===== src/rtl/trap_ctrl.sv =====
// Machine-mode trap sequencer: accepts exceptions, timer interrupts and mret at the commit
// boundary, owns the M-mode trap CSRs and redirects the PC to mtvec or mepc.
module trap_ctrl #(
  parameter logic [31:0] MTVEC_RESET     = 32'h0000_0100,
  parameter logic [31:0] IRQ_TIMER_CAUSE = 32'h8000_0007
) (
  input  logic        clk,
  input  logic        rst,
  input  logic        instr_valid_i,
  input  logic [31:0] instr_pc_i,
  input  logic        exc_request_i,
  input  logic [31:0] exc_cause_i,
  input  logic [31:0] trap_info_i,
  input  logic        exc_ret_i,
  input  logic        timer_irq_i,
  input  logic        csr_we_i,
  input  logic [11:0] csr_addr_i,
  input  logic [31:0] csr_wdata_i,
  output logic [31:0] csr_rdata_o,
  output logic        stall_o,
  output logic        flush_o,
  output logic [2:0]  pc_sel_o,
  output logic [31:0] trap_pc_o
);

  typedef enum logic [2:0] {StIdle, StSave, StCause, StRedirect, StRet} state_e;

  localparam logic [2:0] PcPlus4 = 3'b000;
  localparam logic [2:0] PcMtvec = 3'b011;
  localparam logic [2:0] PcMepc  = 3'b100;

  localparam logic [11:0] AddrMstatus = 12'h300;
  localparam logic [11:0] AddrMie     = 12'h304;
  localparam logic [11:0] AddrMtvec   = 12'h305;
  localparam logic [11:0] AddrMepc    = 12'h341;
  localparam logic [11:0] AddrMcause  = 12'h342;
  localparam logic [11:0] AddrMtval   = 12'h343;
  localparam logic [11:0] AddrMip     = 12'h344;

  localparam logic [31:0] AlignMask = 32'hFFFF_FFFC;

  state_e      state_q;
  logic        mstatus_mie_q, mstatus_mpie_q, mie_mtie_q;
  logic [31:0] mtvec_q, mepc_q, mcause_q, mtval_q;
  logic [31:0] cause_q, tval_q, epc_q;

  logic irq_pend, accept_trap, accept_ret;

  always_comb begin
    irq_pend    = timer_irq_i & mstatus_mie_q & mie_mtie_q;
    accept_trap = (state_q == StIdle) & instr_valid_i & (irq_pend | exc_request_i);
    accept_ret  = (state_q == StIdle) & instr_valid_i & ~irq_pend & ~exc_request_i & exc_ret_i;
  end

  always_ff @(posedge clk) begin
    if (rst) begin
      state_q        <= StIdle;
      mstatus_mie_q  <= 1'b0;
      mstatus_mpie_q <= 1'b0;
      mie_mtie_q     <= 1'b0;
      mtvec_q        <= MTVEC_RESET & AlignMask;
      mepc_q         <= '0;
      mcause_q       <= '0;
      mtval_q        <= '0;
      cause_q        <= '0;
      tval_q         <= '0;
      epc_q          <= '0;
    end else begin
      unique case (state_q)
        StIdle: begin
          if (accept_trap) begin
            cause_q <= irq_pend ? IRQ_TIMER_CAUSE : exc_cause_i;
            tval_q  <= irq_pend ? 32'h0 : trap_info_i;
            epc_q   <= instr_pc_i & AlignMask;
            state_q <= StSave;
          end else if (accept_ret) begin
            state_q <= StRet;
          end else if (csr_we_i) begin
            case (csr_addr_i)
              AddrMstatus: begin
                mstatus_mie_q  <= csr_wdata_i[3];
                mstatus_mpie_q <= csr_wdata_i[7];
              end
              AddrMie:    mie_mtie_q <= csr_wdata_i[7];
              AddrMtvec:  mtvec_q    <= csr_wdata_i & AlignMask;
              AddrMepc:   mepc_q     <= csr_wdata_i & AlignMask;
              AddrMcause: mcause_q   <= csr_wdata_i;
              AddrMtval:  mtval_q    <= csr_wdata_i;
              default: ;
            endcase
          end
        end
        StSave: begin
          mepc_q  <= epc_q;
          mtval_q <= tval_q;
          state_q <= StCause;
        end
        StCause: begin
          mcause_q       <= cause_q;
          mstatus_mpie_q <= mstatus_mie_q;
          mstatus_mie_q  <= 1'b0;
          state_q        <= StRedirect;
        end
        StRedirect: state_q <= StIdle;
        StRet: begin
          mstatus_mie_q  <= mstatus_mpie_q;
          mstatus_mpie_q <= 1'b1;
          state_q        <= StIdle;
        end
        default: state_q <= StIdle;
      endcase
    end
  end

  // Outputs decode from the registered state; only the accept-cycle stall is combinational.
  always_comb begin
    stall_o   = 1'b0;
    flush_o   = 1'b0;
    pc_sel_o  = PcPlus4;
    trap_pc_o = '0;
    unique case (state_q)
      StIdle:          stall_o = accept_trap | accept_ret;
      StSave, StCause: stall_o = 1'b1;
      StRedirect: begin
        flush_o   = 1'b1;
        pc_sel_o  = PcMtvec;
        trap_pc_o = mtvec_q;
      end
      StRet: begin
        flush_o   = 1'b1;
        pc_sel_o  = PcMepc;
        trap_pc_o = mepc_q;
      end
      default: ;
    endcase
  end

  always_comb begin
    csr_rdata_o = '0;
    case (csr_addr_i)
      AddrMstatus: csr_rdata_o = {24'h0, mstatus_mpie_q, 3'b000, mstatus_mie_q, 3'b000};
      AddrMie:     csr_rdata_o = {24'h0, mie_mtie_q, 7'h00};
      AddrMtvec:   csr_rdata_o = mtvec_q;
      AddrMepc:    csr_rdata_o = mepc_q;
      AddrMcause:  csr_rdata_o = mcause_q;
      AddrMtval:   csr_rdata_o = mtval_q;
      AddrMip:     csr_rdata_o = {24'h0, timer_irq_i, 7'h00};
      default:     csr_rdata_o = '0;
    endcase
  end

endmodule

===== config.mk =====
export PLATFORM = sky130hd
export DESIGN_NAME = trap_ctrl
export DESIGN_NICKNAME = d
export VERILOG_FILES = /design/src/rtl/trap_ctrl.sv
export SDC_FILE = /design/constraint.sdc
export NUM_CORES = 1
export LEC_CHECK = 0
export ABC_AREA = 1
export CELL_PAD_IN_SITES_DETAIL_PLACEMENT = 1
export CELL_PAD_IN_SITES_GLOBAL_PLACEMENT = 2
export CORE_UTILIZATION = 25
export CTS_CLUSTER_DIAMETER = 120
export DETAILED_ROUTE_END_ITERATION = 8
export GPL_TIMING_DRIVEN = 1
export PLACE_DENSITY_LB_ADDON = 0.1
export SLEW_MARGIN = 0
export SYNTH_ARGS = -nofsm -noshare
export SYNTH_HDL_FRONTEND = slang
export SYNTH_SLANG_ARGS = --single-unit

===== constraint.sdc =====
create_clock -name clk -period 2 [get_ports clk]
set_input_delay 0.2 -clock clk [delete_from_list [all_inputs] [get_ports clk]]
set_output_delay 0.2 -clock clk [all_outputs]
set_load 0.1 [all_outputs]

After elaboration in Yosys (flattened, before gate mapping)
Cells that the tools add are included.
Widths: inputs -> output; s select.
Word-level totals
  register bits: 226
  bits in latches: 0
  memory bits (writable): 0
  ROM bits: 0
  input port bits: 147
  output and inout bits: 69
  word-level logic and storage cells: 91
  memories: 0
Operators by class
  add/subtract/negate cells: 0
  multipliers: 0
  div/mod/pow operators: 0
  order comparisons: 0
  eq/ne operators: 19
  shift operators: 0
  muxes and demuxes: 35
  bitwise gates (word level): 13
  reductions and logical operators: 13
Operators with widths (number)
  $mux 32: 14
  $pmux 32 s2: 4
  $pmux 32 s7: 1
  $eq 12x10->1 const B: 7
  $reduce_and 5->1: 6
  $mux 1: 9
  $pmux 3 s3: 1
  $ne 2x1->1 const B: 4
  $and 1x1->1: 7
  $eq 3x2->1 const B: 2
  $mux 3: 2
  $ne 2x2->1 const B: 3
  $pmux 1 s3: 2
  $pmux 3 s2: 1
  $not 1->1: 4
  $reduce_bool 2->1: 2
  $reduce_or 2->1: 2
  $eq 3x1->1 const B: 1
  $eq 3x3->1 const B: 1
  $logic_not 3->1: 1
  $ne 3x3->1 const B: 1
  $reduce_bool 3->1: 1
  $or 1x1->1: 2
  $pmux 1 s2: 1
  $reduce_and 2->1: 1

Longest topological paths before layout
Gate-level depths: netlist of the first run.
  depth after elaboration: 9
  gate-level depth with buffers: 11
  depth with buffers taken out: 10

Least setup slack after synthesis of the first run
Ideal clock, no wire load.
  kind: flip-flop to output port
  start: reg state_q[1]
  end: out trap_pc_o[7]
  arrival: 3.129 ns
  data required time: 1.800 ns
  path slack: -1.329 ns
  stages on the path, launching flop included: 6
  path buffers: 1
  cells stage by stage: dfxtp_1 -> inv_1 -> nor3_1 -> buf_2 -> inv_1 -> o21ai_0
On the way
  word-level cells in the longest chain between the ends: 2
  elaborated cells between the ends (all ways): 3
  those cells by class: eq/ne (2); mux (1)
Ends and longest elaborated chain
  start: declaration: RTL line 42  | state_e state_q;
  start signal: assignment: RTL line 57  | state_q <= StIdle;
  start signal: assignment: RTL line 75  | state_q <= StSave;
  start signal: assignment: RTL line 77  | state_q <= StRet;
  $eq 3x3->1 / $eq 3x2->1 (equally long branches): RTL line 121  | unique case (state_q)
  $pmux 32 s2 (*): RTL line 121
  end: declaration: RTL line 23  | output logic [31:0] trap_pc_o
Mark *: on every way between the ends. The rest lies on a longest branch, timed or not.

Final worst setup path of the first run
  start: reg state_q[1]
  end: out trap_pc_o[8]
Same word-level chain as after synthesis.

==> flow_metrics.tcl, run 1 <==
set metrics [dict create \
    power.density_nw_per_um2 704.7 \
    fin_crit_ps 2137 \
    cts_tree "built" \
    dp_cells 2190 \
    wire_per_inst_um 23.39 \
    leakagePower_uw 0.006406 \
    layout_setup_ws_ps -137.5 \
    ant_nets 0 \
    cp-end-kind "output port" \
    cp_max_fo 5 \
    synth_top_area_share_pct 42.86 \
    r2r_slack_ps 0 \
    violations "design-rule violations, negative setup slack" \
    finalCritPeriodShare_pct 106.9 \
    fin_nets 1893 \
    syn2layout_area_growth_pct 59.71 \
    grt_pass1_vias 11530 \
    synth_seq_cells 224 \
    synthCells 1485 \
    clock_sinks 224 \
    grt_max_degree 101 \
    h-tree-depth 1 \
    firstDrtPassIters 7 \
    startpoint_type "flop" \
    antenna_cells_inserted 0 \
    ios 216 \
    die_y_um 206.6 \
    netlist_area_um2 10460 \
    cts_buffers 27 \
    timing.hold.ws_ps 207.9 \
    grt_pass1_wl_mm 75.36 \
    pre_cts_ws_ps -307.7 \
    tightest_slew_ps 534.0 \
    ys_types 29 \
    hold_path.startpoint "rst" \
    core_um2 41020 \
    grt.overflow.total 0 \
    yosysSeqAreaShare_pct 42.86 \
    gp_congestion 0.8475 \
    start_util_pct 25.51 \
    worst-endpoint-required_ps 1800 \
    fin_skew_ps 12.16 \
    antenna_found_initial 0 \
    yosysWarnings 0 \
    routed_via_density 5.084 \
    holdPathEnd "mtvec_q[30]$_SDFFE_PP0P_" \
    dieArea_um2 42670 \
    slew_headroom_pct 64.40 \
    hold_path_class "in -> reg" \
    clk_path_buf_depth 3 \
    track_usage_pct 23.57 \
    clkTransAtPathRegs_ps 60 \
    ys_top_cells_by_area "dfxtp_1, nand2_1, nand3_1" \
    instances_no_fill 2297 \
    critPathArrivalTime_ps 1940 \
    slew_violations 0 \
    max_cap_violations 0 \
    min_path_cells 4 \
    detailed_place_hpwl_mm 35.20 \
    drcViolationCount 10 \
    die_x_um 206.6 \
    syn_avg_cell_area_um2 7.045 \
    clock_latency_ps 540 \
    reg2reg_to "mtval_q[6]$_SDFFE_PP0P_" \
    ff2ff_path_depth 10 \
    setup_violations 33 \
    ir_drop_mv 0.6138 \
    vias 11680 \
    fmax_mhz 467.8 \
    final_util_pct 40.74 \
    io_buffers 211 \
    rsz0062_at_grt "yes" \
    power.total_uw 11780 \
    hold_buffers 0 \
    drive_above_1_share_pct 20.74 \
    drtIter0Drc 696 \
    outcome "finished with violations" \
    setup.worst_path.class "reg -> out" \
    cts_root_buf "clkbuf_16" \
    synth_top_cell_by_area "dfxtp_1" \
    drt-total-wl_mm 53.72 \
    r2r-start "state_q[1]$_SDFFE_PP0P_" \
    finalHoldViolCount 0 \
    num_rows 74 \
]
per-stage QoR:
stage	TNS, ps	cell area, um^2
after CTS	-2419	16120
final	-2517	16710
after detailed placement	-30870	14580
after floorplan	-740.2	10620
after global placement	-24500	14580
after global routing	-5879	16710
layout make-up:
class	count	area, um^2
Fill cell	4745	24310
Multi-Input combinational cell	1006	5479
Timing Repair Buffer	364	4787
Sequential cell	224	4496
Clock buffer	41	758.2
Tap cell	532	665.6
Inverter	123	486.7
Clock inverter	7	37.54
worst max-delay path: stages, from the launching register on:
cell and delay, ps:
dfxtp_4 360, inv_4 50, nor3_4 260, buf_12 180, clkinvlp_4 150, o21ai_4 190
buf_12 190
state kept, by name (all words and copies together) (netlist names):
signal	count
mepc_q	30
mie_mtie_q	1
mtvec_q	30
mstatus_mpie_q	1
mtval_q	32
mstatus_mie_q	1
state_q	3
epc_q	30
mcause_q	32
tval_q	32
cause_q	32
layer usage:
layer  global-route usage (%)  vias up  part of all wire (%)
li1                         -     5609                     -
met5                        0        -                     0
met2                    35.97      338                    45
met4                    4.254        0                   1.9
met1                    35.37     5674                    48
met3                    2.920       56                   5.6
synthesized netlist by cell type, drive strengths merged:
master  instances
conb            1
nand3         198
nand2         268
o211ai          2
o21ai         160
clkbuf         75
clkinv          1
nor3b           1
buf            58
o22ai          60
a21oi         129
a211oi          4
dfxtp         224
nand4          59
or2             1
a22o           27
nor2           59
nor3           36
inv           122
timing repair:
item | CTS | global route
setup endpoints to repair | 66 | 70
pin swaps | 33 | 45
resized for setup | 104 | 67
cloned | 9 | 13
buffers inserted | 23 | 18
worst max-delay path by stage:
stage / start / endpoint / cells after the start
after global placement: csr_addr_i[9] / csr_rdata_o[16] / 11
after global routing: state_q[1]$_SDFFE_PP0P_ / trap_pc_o[8] / 6
final: state_q[1]$_SDFFE_PP0P_ / trap_pc_o[8] / 6
after floorplan: state_q[0]$_SDFFE_PP0P_ / trap_pc_o[29] / 5
after detailed placement: csr_addr_i[8] / csr_rdata_o[16] / 11
after CTS: state_q[0]$_SDFFE_PP0P_ / trap_pc_o[7] / 6
report_power, final:
group,leakage [uW],total (uW),internal [uW],switching [uW]
logic,0.00419,2400,994,1410
registers,0.00182,4780,4670,104
clock network,0.000391,4600,2590,2000
layout by cell type, fill, tap and decap left out, types with 14 or more instances in the layout:
master	Yosys	layout
a21oi_1	127	121
dfxtp_1	224	221
buf_6	1	14
clkbuf_16	0	40
o22ai_1	60	59
nor2_1	57	48
nor3_1	36	34
a22o_4	0	24
nand2_1	267	239
buf_4	5	81
nand2_2	1	19
nand4_1	59	59
o21ai_0	158	146
nand3_1	196	191
buf_12	0	103
inv_1	121	114
clkdlybuf4s50_1	0	131
cell families after synthesis:
group	Yosys count	synth area share [%]
and+or+nand+nor	622	26.85
AOI/OAI and AO/OA	382	20.25
buffers and inverters	256	10.01
DFF	224	42.86
other	1	0.03584
Note: power is estimated with default switching activity, not from simulation.
==> run 2: changes to the inputs <==
--- a/config.mk
+++ b/config.mk
@@ -9,8 +9,9 @@
 export CELL_PAD_IN_SITES_DETAIL_PLACEMENT = 1
 export CELL_PAD_IN_SITES_GLOBAL_PLACEMENT = 2
+export CORE_ASPECT_RATIO = 1.4
 export CORE_UTILIZATION = 25
 export CTS_CLUSTER_DIAMETER = 120
 export DETAILED_ROUTE_END_ITERATION = 8
-export GPL_TIMING_DRIVEN = 1
+export GPL_TIMING_DRIVEN = 0
 export PLACE_DENSITY_LB_ADDON = 0.1
 export SLEW_MARGIN = 0
==> constraint.sdc (replaced) <==
create_clock -name clk -period 2 [get_ports clk]
set_input_delay 0.5 -clock clk [delete_from_list [all_inputs] [get_ports clk]]
set_output_delay 0.5 -clock clk [all_outputs]
set_load 0.1 [all_outputs]
==> run 2 against run 1 <==
The flow finishes with violations (negative setup slack); non-clock buffer count rose by 65; clock power grew 2%; die area hardly changed; sequential share of layout area shrank 0.99 points; sequential power about the same; largest power group unchanged; critical endpoint is now csr_rdata_o[31]; design area up 3.8%; first-iteration DRC count decreased by 3.6%; utilization rose by 1.3 points; final cell count up 3.1%; via count rose by 4.4%; total power increased by 1.8%.
==> flow_metrics.tcl, run 2 (synthesis gave the netlist of run 1 again) <==
set metrics [dict create \
    outcome "finished with violations" \
    violations "negative setup slack" \
    worst-endpoint-required_ps 1500 \
    start_util_pct 25.34 \
    hold_path_class "reg -> reg" \
    p_sw_share_pct 30.46 \
    crit_family "simple AND/OR/NAND/NOR gates" \
    drtIter0Drc 671 \
    dieArea_um2 42680 \
    setup.worst_path.class "in -> out" \
    layout_setup_ws_ps -537.2 \
    p_int_uw 8337 \
    setup_violations 70 \
    slew_headroom_pct 42.81 \
    critPathBufInv 4 \
    die_x_um 174.9 \
    die_y_um 244.1 \
    critPathMaxStageDelay_ps 250 \
    syn2layout_area_growth_pct 65.79 \
    routed-wl-met2_mm 29.21 \
    cp_slowest_cell "or2_4" \
    leakagePower_uw 0.006665 \
    fin_crit_ps 2537 \
    comb_power_share_pct 20.9 \
    seq_power_share_pct 39.9 \
    fin_skew_ps 13.50 \
    power.density_nw_per_um2 691.2 \
    final_cell_mix "dfxtp_1, nand2_1, nand3_1" \
    max_cap_violations 0 \
    drive_above_1_share_pct 25.38 \
    clock_sinks 224 \
    p_switching_uw 3652 \
    wire_per_inst_um 24.73 \
    finalHoldViolCount 0 \
    ant_nets 0 \
    clk_path_buf_depth 3 \
    drcViolationCount 0 \
    h-tree-depth 1 \
    finalCritPeriodShare_pct 126.9 \
    instances_no_fill 2368 \
    clkTransAtPathRegs_ps 60 \
    gp_congestion 0.8471 \
    layout_commonest_cell "dfxtp_1" \
    fill_cells 4822 \
    io_buffers 211 \
    ir_drop_mv 0.4156 \
    cts_tree "built" \
    cts_root_buf "clkbuf_16" \
    fin_nets 1957 \
    drt-total-wl_mm 58.56 \
    wl_met1_mm 24.92 \
    startpoint_type "primary input" \
    dr_wl_met3_mm 2.331 \
    grt_pass1_vias 12420 \
    grt.overflow.total 0 \
    crit_top_cell "buf_12" \
    core_um2 41290 \
    grt_pass1_wl_mm 82.41 \
    finalSetupTns_ps -30520 \
    dp_cells 2237 \
    grt_max_degree 13 \
    antenna_found_initial 0 \
    routed.top_layer "met4" \
    antenna_cells_inserted 0 \
    rsz0062_at_grt "yes" \
    routed_via_density 5.150 \
    vias 12200 \
    fmax_mhz 394.1 \
    cts_buffers 26 \
    path_cells "buf_6 -> or2_4 -> nor2_4 -> nand2_4 -> nor2_4 -> buf_12 -> buf_12 -> nand2_2 -> nand4_1 -> buf_12" \
    hold_buffers 0 \
    critPathArrivalTime_ps 2040 \
    p_clk_share_pct 39.3 \
    track_usage_pct 26.29 \
    detailed_place_hpwl_mm 40.78 \
    ios 216 \
    tightest_slew_ps 857.9 \
    num_rows 88 \
    firstDrtPassIters 5 \
    timing.hold.ws_ps 447.0 \
    cp-end-kind "output port" \
    slew_violations 0 \
    cp_max_fo 7 \
    r2r_slack_ps -20 \
    clock_latency_ps 550 \
    final_util_pct 42.01 \
]
run 2: cell count changes in the layout (fill, tap and decap cells not counted), moves of 17 or more:
| cell | delta |
|---|---|
| buf_6 | +21 |
| nand2_1 | -38 |
| nand2_2 | +29 |
| nand3_1 | -23 |
| buf_12 | -37 |
| buf_8 | +28 |
| buf_4 | -23 |
| nand3_2 | +17 |
| clkbuf_1 | +30 |
run 2: worst min-delay path: cells and delay by family, from the launching register on:
kind	cells	cell delay, ps
flip-flops	1	290
buffers and inverters	1	50
AO/OA/AOI/OAI	1	50
run 2: repair_timing:
action                                  in CTS  in global routing
pin swaps                                   45                 48
gates cloned                                 8                  8
endpoints found under the setup margin     285                273
gates resized for setup                    839                191
buffers inserted                            45                 32
endpoints found under the hold margin        0                  0
run 2: cell type report:
cell class	instances	area (um^2)	area share [%]
buffer	130	1232	7.105
clock buffer	44	799.5	4.609
clock inverter	2	10.01	0.05771
inverter	123	495.5	2.857
multi-input combinational	1006	5839	33.67
sequential	224	4496	25.92
tap	540	675.6	3.895
timing repair buffer	299	3797	21.89
run 2: path summary, 6_finish.rpt:
kind	startpoint	end	cells after the start
max	csr_addr_i[3]	csr_rdata_o[31]	10
min	epc_q[20]$_SDFFE_PP0P_	epc_q[20]$_SDFFE_PP0P_	2
max reg2reg	state_q[0]$_SDFFE_PP0P_	mcause_q[8]$_SDFFE_PP0P_	9
min reg2reg	epc_q[20]$_SDFFE_PP0P_	epc_q[20]$_SDFFE_PP0P_	2
run 2: power by group through the flow:
stage / registers (uW) / clock network [uW] / logic [uW]
2_1_floorplan: 4840 / 0 / 1040
3_3_place_gp: 4860 / 0 / 1970
3_5_place_dp: 4860 / 0 / 1990
4_1_cts: 4770 / 4780 / 2240
5_1_grt: 4800 / 4920 / 2650
6_report: 4780 / 4710 / 2500
run 2: per-layer routing:
metal / up-vias / GRT usage [%]
li1: 5760 / -
met1: 5958 / 32.98
met2: 369 / 46.39
met3: 108 / 2.519
met4: 0 / 9.309
met5: - / 0
run 2: metrics by stage:
| step | total power, uW | cell area, um^2 | worst slack (ps) |
|---|---|---|---|
| floorplan | 5872 | 10900 | -645.8 |
| global placement | 6829 | 13690 | -2222 |
| detailed placement | 6848 | 13690 | -2229 |
| CTS | 11790 | 16530 | -536.0 |
| global route | 12380 | 17350 | -596.7 |
| finish | 11990 | 17350 | -537.2 |
==> run 3: changes to the inputs <==
CORE_UTILIZATION = 28   (was 25)
==> run 3 against run 2 <==
The run ends with design-rule violations, negative setup slack left; clock power grew 1%; die area shrank 11%; global-route usage increased by 3.1 points; combinational power fell by 7%; sequential share of layout area grew 0.59 points; non-clock buffer count down 7; critical path type unchanged; critical endpoint unchanged; largest power group unchanged; highest routed layer unchanged.
==> flow_metrics.tcl, run 3 (synthesis gave the netlist of run 1 again) <==
set metrics [dict create \
    ir_drop_mv 0.4492 \
    cp_max_fo 6 \
    core_um2 36760 \
    fin_skew_ps 7.941 \
    stdcell_area_um2 16960 \
    crit_family "simple AND/OR/NAND/NOR gates" \
    worst-endpoint-required_ps 1500 \
    track_usage_pct 29.42 \
    power.density_nw_per_um2 701.3 \
    power.total_uw 11890 \
    finalHoldViolCount 0 \
    grt_pass1_wl_mm 81.82 \
    leakagePower_uw 0.006530 \
    layout_setup_ws_ps -635.5 \
    grt_pass1_vias 12740 \
    gp_congestion 0.8699 \
    timing.hold.ws_ps 451.7 \
    startpoint_type "primary input" \
    wire_per_inst_um 24.51 \
    crit_start "csr_addr_i[3]" \
    cts_root_buf "clkbuf_16" \
    cts_tree "built" \
    num_rows 83 \
    reg2reg_to "mtval_q[29]$_SDFFE_PP0P_" \
    final_cell_mix "nand2_1, dfxtp_1, nand3_1" \
    dpl_cell_area_um2 13600 \
    cp-end-kind "output port" \
    grt.overflow.total 0 \
    die_x_um 165.4 \
    tightest_slew_ps 765.7 \
    outcome "finished with violations" \
    finalCritPeriodShare_pct 131.8 \
    setup.worst_path.class "in -> out" \
    firstDrtPassIters 7 \
    setup_violations 68 \
    worstSetupEndpoint "csr_rdata_o[31]" \
    cp_slowest_cell "or2_4" \
    start_util_pct 28.46 \
    critPathArrivalTime_ps 2140 \
    fmax_mhz 379.4 \
    routed_via_density 5.381 \
    violations "design-rule violations, negative setup slack" \
    critical_path_depth 11 \
    r2r-start "state_q[1]$_SDFFE_PP0P_" \
    die_y_um 230.7 \
    drtIter0Drc 847 \
    slew_violations 0 \
    critPathBufInv 5 \
    multi_input_area_um2 5782 \
    max_cap_violations 0 \
    register_area_um2 4496 \
    clock_sinks 224 \
    fin_crit_ps 2636 \
    hold_path_class "reg -> reg" \
    ant_nets 0 \
    grt_max_degree 13 \
    drcViolationCount 26 \
    clock_latency_ps 550 \
    io_buffers 211 \
    drive_above_1_share_pct 24.13 \
    rsz0062_at_grt "yes" \
    slew_headroom_pct 48.95 \
    path_cells "buf_6 -> or2_4 -> nor2_4 -> nand2_4 -> buf_6 -> nor2_4 -> buf_12 -> buf_12 -> nand2_2 -> nand4_1 -> buf_8" \
    detailed_place_hpwl_mm 39.14 \
    r2r_slack_ps -40 \
    clk_path_buf_depth 3 \
    fin_nets 1950 \
    vias 12300 \
    cts_buffers 26 \
    ios 216 \
    dieArea_um2 38150 \
    h-tree-depth 1 \
    antenna_cells_inserted 0 \
    syn2layout_area_growth_pct 62.09 \
    drt-total-wl_mm 56.02 \
    fill_cells 4381 \
    critPathMaxStageDelay_ps 260 \
    hold_buffers 0 \
    antenna_found_initial 0 \
    clkTransAtPathRegs_ps 60 \
    ff2ff_path_depth 11 \
]
==> run 3: changes by cell type in the layout (fill, tap and decap cells not counted), moves of 6 or more <==
cell and delta:
buf_4 -6, buf_8 -11, clkbuf_1 -7, clkbuf_16 -7, clkbuf_2 +6, nand2_1 +20
nand2_2 -15, nand3_1 -6, o21ai_0 +10, o21ai_1 -9
==> run 3: stage by stage <==
step           util (%)  TNS [ps]  setup slack, ps  std cells
2_1_floorplan         -    -18720           -645.8       1486
4_1_cts           45.44    -33280           -620.4       2277
3_3_place_gp      37.00   -312580            -2205       2164
5_1_grt           46.13    -35690           -659.4       2286
3_5_place_dp      37.00   -310360            -2175       2164
6_report          46.13    -32500           -635.5       2286
==> run 3: area by class of cell <==
class	count	area share, %
multi-input cells	1006	34.09
repair buffers	292	21.57
flip-flops and latches	224	26.51
inverters	123	2.855
plain buffers	130	6.647
clock buffers	37	4.501
well taps	467	3.445
clock inverters	7	0.3836
==> run 3: how the worst min path moves through the flow <==
stage	start	endpoint	slack [ps]	depth (start not counted)
3_5_place_dp	epc_q[28]$_SDFFE_PP0P_	epc_q[28]$_SDFFE_PP0P_	450	2
3_3_place_gp	epc_q[20]$_SDFFE_PP0P_	epc_q[20]$_SDFFE_PP0P_	440	2
2_1_floorplan	epc_q[10]$_SDFFE_PP0P_	epc_q[10]$_SDFFE_PP0P_	420	2
5_1_grt	epc_q[30]$_SDFFE_PP0P_	epc_q[30]$_SDFFE_PP0P_	470	2
4_1_cts	epc_q[23]$_SDFFE_PP0P_	epc_q[23]$_SDFFE_PP0P_	460	2
6_report	epc_q[23]$_SDFFE_PP0P_	epc_q[23]$_SDFFE_PP0P_	450	2
==> run 3: layer usage <==
layer | GRT usage [%] | share of wire [%] | vias up
met2 | 50.54 | 49 | 419
li1 | - | - | 5733
met5 | 0 | 0 | -
met3 | 3.863 | 4.8 | 119
met1 | 36.31 | 41 | 6030
met4 | 12.64 | 4.6 | 0
==> run 3: tightest hold or removal path, stage by stage (launching register included) <==
cell and delay [ps]:
dfxtp_1 300, inv_1 60, a21oi_1 50
==> run 3: power breakdown <==
part / leakage (uW) / internal, uW / switching [uW]
sequential: 0.00182 / 4670 / 108
clock: 0.000405 / 2760 / 2020
combinational: 0.00430 / 866 / 1470
total: 0.00653 / 8300 / 3590
==> run 3: timing repair <==
item	4_1_cts	5_1_grt
setup endpoints to repair	285	265
cloned	13	1
gates resized for setup	832	129
hold endpoints to repair	0	0
pin swaps	36	37
setup buffers	57	20
